$ cat src/rtl/mux_arb_pkg.sv
// Shared definitions for the round-robin mux arbiter.
//   arb_state_t : arbiter FSM states (IDLE between grants, GRANT while serving)
//   NREQ, SELW  : requester count and select width (fixed at 8 / 3)
//   rr_pick     : round-robin winner search starting just after 'last'
package mux_arb_pkg;

    typedef enum logic {
        IDLE  = 1'b0,
        GRANT = 1'b1
    } arb_state_t;

    localparam int NREQ = 8;
    localparam int SELW = 3;

    // Scan req starting at (last+1) and wrapping. The 3-bit sum wraps 7->0 on
    // its own, so no explicit modulo is needed. With req==0 the result is
    // 'last'. Callers only use the result when some request is pending.
    function automatic logic [SELW-1:0] rr_pick(input logic [NREQ-1:0] req,
                                                input logic [SELW-1:0] last);
        logic [SELW-1:0] idx;
        logic            found;
        rr_pick = last;
        found   = 1'b0;
        for (int k = 1; k <= NREQ; k++) begin
            idx = last + SELW'(k);
            if (!found && req[idx]) begin
                rr_pick = idx;
                found   = 1'b1;
            end
        end
    endfunction

endpackage

$ cat src/rtl/mux_n_8to1.sv
// DW-wide 8:1 select datapath.
//   data : packed input words, word i at data[i*DW +: DW]
//   sel  : index of the word to forward
//   y    : selected word
module mux_n_8to1
    import mux_arb_pkg::*;
#(
    parameter int DW = 1
) (
    input  logic [NREQ*DW-1:0] data,
    input  logic [SELW-1:0]    sel,
    output logic [DW-1:0]      y
);

    assign y = data[int'(sel)*DW +: DW];

endmodule

$ cat src/rtl/mux_rr_arbiter.sv
// Round-robin arbiter that shares one 8:1 select datapath among 8 requesters.
// The winner stays granted for up to MAX_HOLD transfers. It is released
// earlier if it drops its request. One IDLE bubble always separates grants.
//   clk, rst_n : clock, asynchronous active-low reset
//   req        : per-requester request / word-valid
//   data       : packed requester words, word i at data[i*DW +: DW]
//   out_ready  : sink accepts the word this cycle
//   out_valid  : out_data is valid (granted requester still requesting)
//   out_data   : selected word, zero when not valid
//   out_src    : currently (or most recently) granted requester
//   ack        : one-hot, pulses for the requester whose word is transferred
module mux_rr_arbiter
    import mux_arb_pkg::*;
#(
    parameter int NREQ     = 8,
    parameter int DW       = 1,
    parameter int MAX_HOLD = 4
) (
    input  logic                clk,
    input  logic                rst_n,
    input  logic [NREQ-1:0]     req,
    input  logic [NREQ*DW-1:0]  data,
    input  logic                out_ready,
    output logic                out_valid,
    output logic [DW-1:0]       out_data,
    output logic [SELW-1:0]     out_src,
    output logic [NREQ-1:0]     ack
);

    localparam logic [3:0] LAST_CNT = 4'(MAX_HOLD - 1);

    arb_state_t      state_q, state_d;
    logic [SELW-1:0] sel_q,   sel_d;
    logic [SELW-1:0] last_q,  last_d;
    logic [3:0]      cnt_q,   cnt_d;

    logic [DW-1:0]   mux_y;
    logic            xfer;

    mux_n_8to1 #(.DW(DW)) u_mux (
        .data (data),
        .sel  (sel_q),
        .y    (mux_y)
    );

    // NOTE: every signal driven here gets a default before the case statement.
    // Blocking assignments are correct in combinational logic, and a signal
    // missed on any path would otherwise infer a latch.
    always_comb begin
        state_d   = state_q;
        sel_d     = sel_q;
        last_d    = last_q;
        cnt_d     = cnt_q;
        out_valid = 1'b0;
        out_src   = sel_q;
        out_data  = '0;
        ack       = '0;
        xfer      = 1'b0;

        unique case (state_q)
            IDLE: begin
                if (|req) begin
                    sel_d   = rr_pick(req, last_q);
                    cnt_d   = '0;
                    state_d = GRANT;
                end
            end

            GRANT: begin
                out_valid = req[sel_q];
                if (out_valid) begin
                    out_data = mux_y;
                end
                xfer = out_valid && out_ready;
                if (xfer) begin
                    ack[sel_q] = 1'b1;
                    cnt_d      = cnt_q + 4'd1;
                end
                // Release when the hold budget is used up or the owner drops
                // its request. A stalled sink (out_ready low) freezes
                // everything.
                if (!req[sel_q] || (xfer && cnt_q == LAST_CNT)) begin
                    last_d  = sel_q;
                    cnt_d   = '0;
                    state_d = IDLE;
                end
            end

            default: begin
                state_d = IDLE;
            end
        endcase
    end

    // NOTE: state registers use non-blocking assignments so that every flop
    // samples the values from before the edge, whatever order the blocks run.
    always_ff @(posedge clk or negedge rst_n) begin
        if (!rst_n) begin
            state_q <= IDLE;
            sel_q   <= '0;
            last_q  <= SELW'(NREQ - 1);
            cnt_q   <= '0;
        end else begin
            state_q <= state_d;
            sel_q   <= sel_d;
            last_q  <= last_d;
            cnt_q   <= cnt_d;
        end
    end

endmodule

$ cat config.mk
export PLATFORM = sky130hd
export DESIGN_NAME = mux_rr_arbiter
export DESIGN_NICKNAME = d
export VERILOG_FILES = /design/src/rtl/mux_arb_pkg.sv /design/src/rtl/mux_n_8to1.sv /design/src/rtl/mux_rr_arbiter.sv
export SDC_FILE = /design/constraint.sdc
export NUM_CORES = 1
export LEC_CHECK = 0
export ABC_AREA = 0
export ABC_CLOCK_PERIOD_IN_PS = 8200
export CORE_MARGIN = 2
export CORE_UTILIZATION = 50
export DETAILED_ROUTE_END_ITERATION = 10
export PLACE_DENSITY = 0.76
export SETUP_SLACK_MARGIN = 0.3
export SLEW_MARGIN = 15
export SYNTH_ARGS = -nofsm -noshare
export SYNTH_HDL_FRONTEND = slang
export SYNTH_SLANG_ARGS = --single-unit
$ cat constraint.sdc
create_clock -name clk -period 8.2 [get_ports clk]
set_clock_uncertainty 0.2 [all_clocks]
set_input_delay 1.23 -clock clk [delete_from_list [all_inputs] [get_ports clk]]
set_output_delay 1.23 -clock clk [all_outputs]
set_load 0.1 [all_outputs]
==> flow_metrics.tcl <==
set metrics [dict create \
    status "completed" \
    synth_ff_type "dfrtp_1" \
    grt_start_max_net_pins 29 \
    die_h_um 62.00 \
    tritoncts "yes" \
    synth-edff-count 0 \
    hold_path_class "reg -> reg" \
    slowest_delay_ps 1180 \
    cts.sinks 11 \
    viasPerCell 6.119 \
    cts_resized 0 \
    hold-path-cell-count 1 \
    num_rows 21 \
    cts_setup_buffers 0 \
    core_area_um2 3284 \
    arrival_ps 4060 \
    setup_viol 0 \
    dp.final_hpwl_mm 3.199 \
    netlist_area_um2 1682 \
    fin_crit_sh_pct 66.98 \
    post-route-min-period_ps 5492 \
    synth_top_area_cell "mux4_2" \
    drive_above_1_share_pct 19.53 \
    finalNetCount 238 \
    reg2regPathDepth 7 \
    clkLatencyLatePin_ps 270 \
    h-tree-depth 1 \
    vias 1597 \
    multi_input_area_um2 1295 \
    syn_to_final_growth_pct 19.05 \
    rsz0062_at_grt "no" \
    gp_congestion 0.9110 \
    syn_nets 214 \
    path_max_fanout 9 \
    cpMostUsedCell "clkdlybuf4s50_1" \
    relSlewSlack_pct 34.08 \
    drc 0 \
    ant_nets 0 \
    critPathLaunchType "input port" \
    regToRegStartpoint "last_q[0]" \
    port_buffers 31 \
    clockBufferDepth 2 \
    end_kind "output port" \
    grt.overflow.total 0 \
    grt_pass1_vias 1343 \
    diodes 0 \
    regArea_um2 279.0 \
    syn_area_per_cell_um2 8.758 \
    worst_pin_slew_ps 985.7 \
    drv_cap 0 \
    synth_cell_type_count 49 \
    ys_warn_count 0 \
    async_flop_share_pct 100.0 \
    cts-buffers-inserted 3 \
    synth_top_area_share_pct 14.73 \
    synthTopCellsByArea "mux4_2 15%, dfrtp_1 12%, mux2_2 9.4%" \
    dp_cells 257 \
    regToRegEndpoint "out_src[2]" \
    ys_ff_latch 11 \
    die_w_um 62.00 \
    cts_hold_buf 0 \
    crit_chain "clkdlybuf4s50_1 -> mux4_2 -> mux2_2 -> nand2_1 -> inv_1 -> nand3_1 -> nor3_1 -> clkdlybuf4s50_1" \
    holdPathEnd "cnt_q[3]" \
    hp-start "cnt_q[3]" \
    grt_use_total_pct 22.94 \
    fin_cells 261 \
    io_pins 32 \
    initial_core_util_pct 51.20 \
    maxSlewViolCount 0 \
    seq_area_frac_synth_pct 16.59 \
    reg2reg_slack_ps 4500 \
    grt_antenna_before_repair 0 \
    n_fill_cell 303 \
    drt-pass1-iter-count 4 \
    clock.fmax_ghz 0.1821 \
    tns_ps 0 \
    drt-initial-drc-count 114 \
    clk_pin_slew_ps 70 \
    crit_slowest_cell "clkdlybuf4s50_1" \
    cts_root_buf "clkbuf_4" \
    drt-wirelength-per-cell_um 15.90 \
    cp.required_ps 6770 \
    grt_first_pass_wirelength_mm 6.513 \
    netlist_instances 192 \
    path_class "in -> out" \
    fp.dieArea_um2 3843 \
    final_hold_viol_count 0 \
    drt-total-wl_mm 4.149 \
]
critical path, delay by kind of cell:
family	cells	cell delay, ps
buffers and inverters	3	1940
AND/OR/NAND/NOR	3	420
multiplexers	2	480
placed cells by master, fill, tap and decap left out, drive strengths merged, types with 3 or more instances in the layout:
cell / n
mux2i: 9
nand3b: 3
nor4: 5
mux4: 12
dfstp: 3
a21oi: 9
inv: 9
o21ai: 6
ha: 3
mux2: 15
nor3b: 4
nand2: 27
or2: 3
o31ai: 3
clkdlybuf4s50: 31
o22ai: 4
a211oi: 3
nand3: 3
nor2: 13
clkbuf: 4
dfrtp: 8
nand2b: 7
nor3: 7
worst max path at each step:
stage	from	endpoint	cells past startpoint
6_report	req[3]	ack[1]	8
5_1_grt	req[3]	ack[1]	8
4_1_cts	req[3]	ack[1]	8
3_5_place_dp	req[3]	ack[1]	8
3_3_place_gp	req[3]	ack[1]	8
2_1_floorplan	req[2]	ack[0]	6
Yosys cell counts (all sizes together) (3+ instances only):
library cell	count
a211oi	3
a21oi	9
buf	8
clkbuf	4
dfrtp	8
dfstp	3
ha	3
inv	9
mux2	15
mux2i	9
mux4	12
nand2	27
nand2b	7
nand3	3
nand3b	3
nor2	13
nor3	7
nor3b	4
nor4	5
o21ai	6
o22ai	4
o31ai	3
or2	3
flip-flops by register name, summed over array words and instances (netlist names):
register / flops
cnt_q: 4
last_q: 3
out_src: 3
state_q: 1
cell type report:
| class | instances | area share (%) |
|---|---|---|
| Tap cell | 46 | 2.875 |
| Multi-Input combinational cell | 160 | 64.69 |
| Clock buffer | 4 | 1.313 |
| Sequential cell | 11 | 13.94 |
| Inverter | 9 | 1.688 |
| Timing Repair Buffer | 31 | 15.50 |
kinds of logic after synthesis:
| group | Yosys count | synth area share (%) |
|---|---|---|
| fa+ha+maj | 3 | 2.232 |
| mux | 36 | 32.66 |
| xor+xnor | 2 | 1.488 |
| compound gates | 40 | 16.74 |
| buf+inv | 21 | 6.398 |
| flops | 11 | 16.59 |
| simple gates | 79 | 23.88 |
stage by stage:
stage | area (um^2) | hold slack (ps) | utilization [%] | worst slack, ps
floorplan | 1682 | 236.5 | - | 2132
global placement | 1976 | 258.8 | 60.15 | 2843
detailed placement | 1976 | 283.7 | 60.15 | 2728
CTS | 2002 | 293.3 | 60.95 | 2721
global route | 2002 | 343.2 | 60.95 | 2570
finish | 2002 | 296.9 | 60.95 | 2708
per-layer routing:
| metal | track usage [%] | routed length, um | vias up |
|---|---|---|---|
| li1 | - | - | 773 |
| met1 | 34.56 | 1898 | 779 |
| met2 | 36.01 | 2048 | 41 |
| met3 | 2.070 | 180 | 4 |
| met4 | 4.863 | 23 | 0 |
| met5 | 0 | 0 | - |
Power is left out: the tool's default activity adds up to more than one toggle a clock period on the data nets, which glitch-free logic cannot reach.
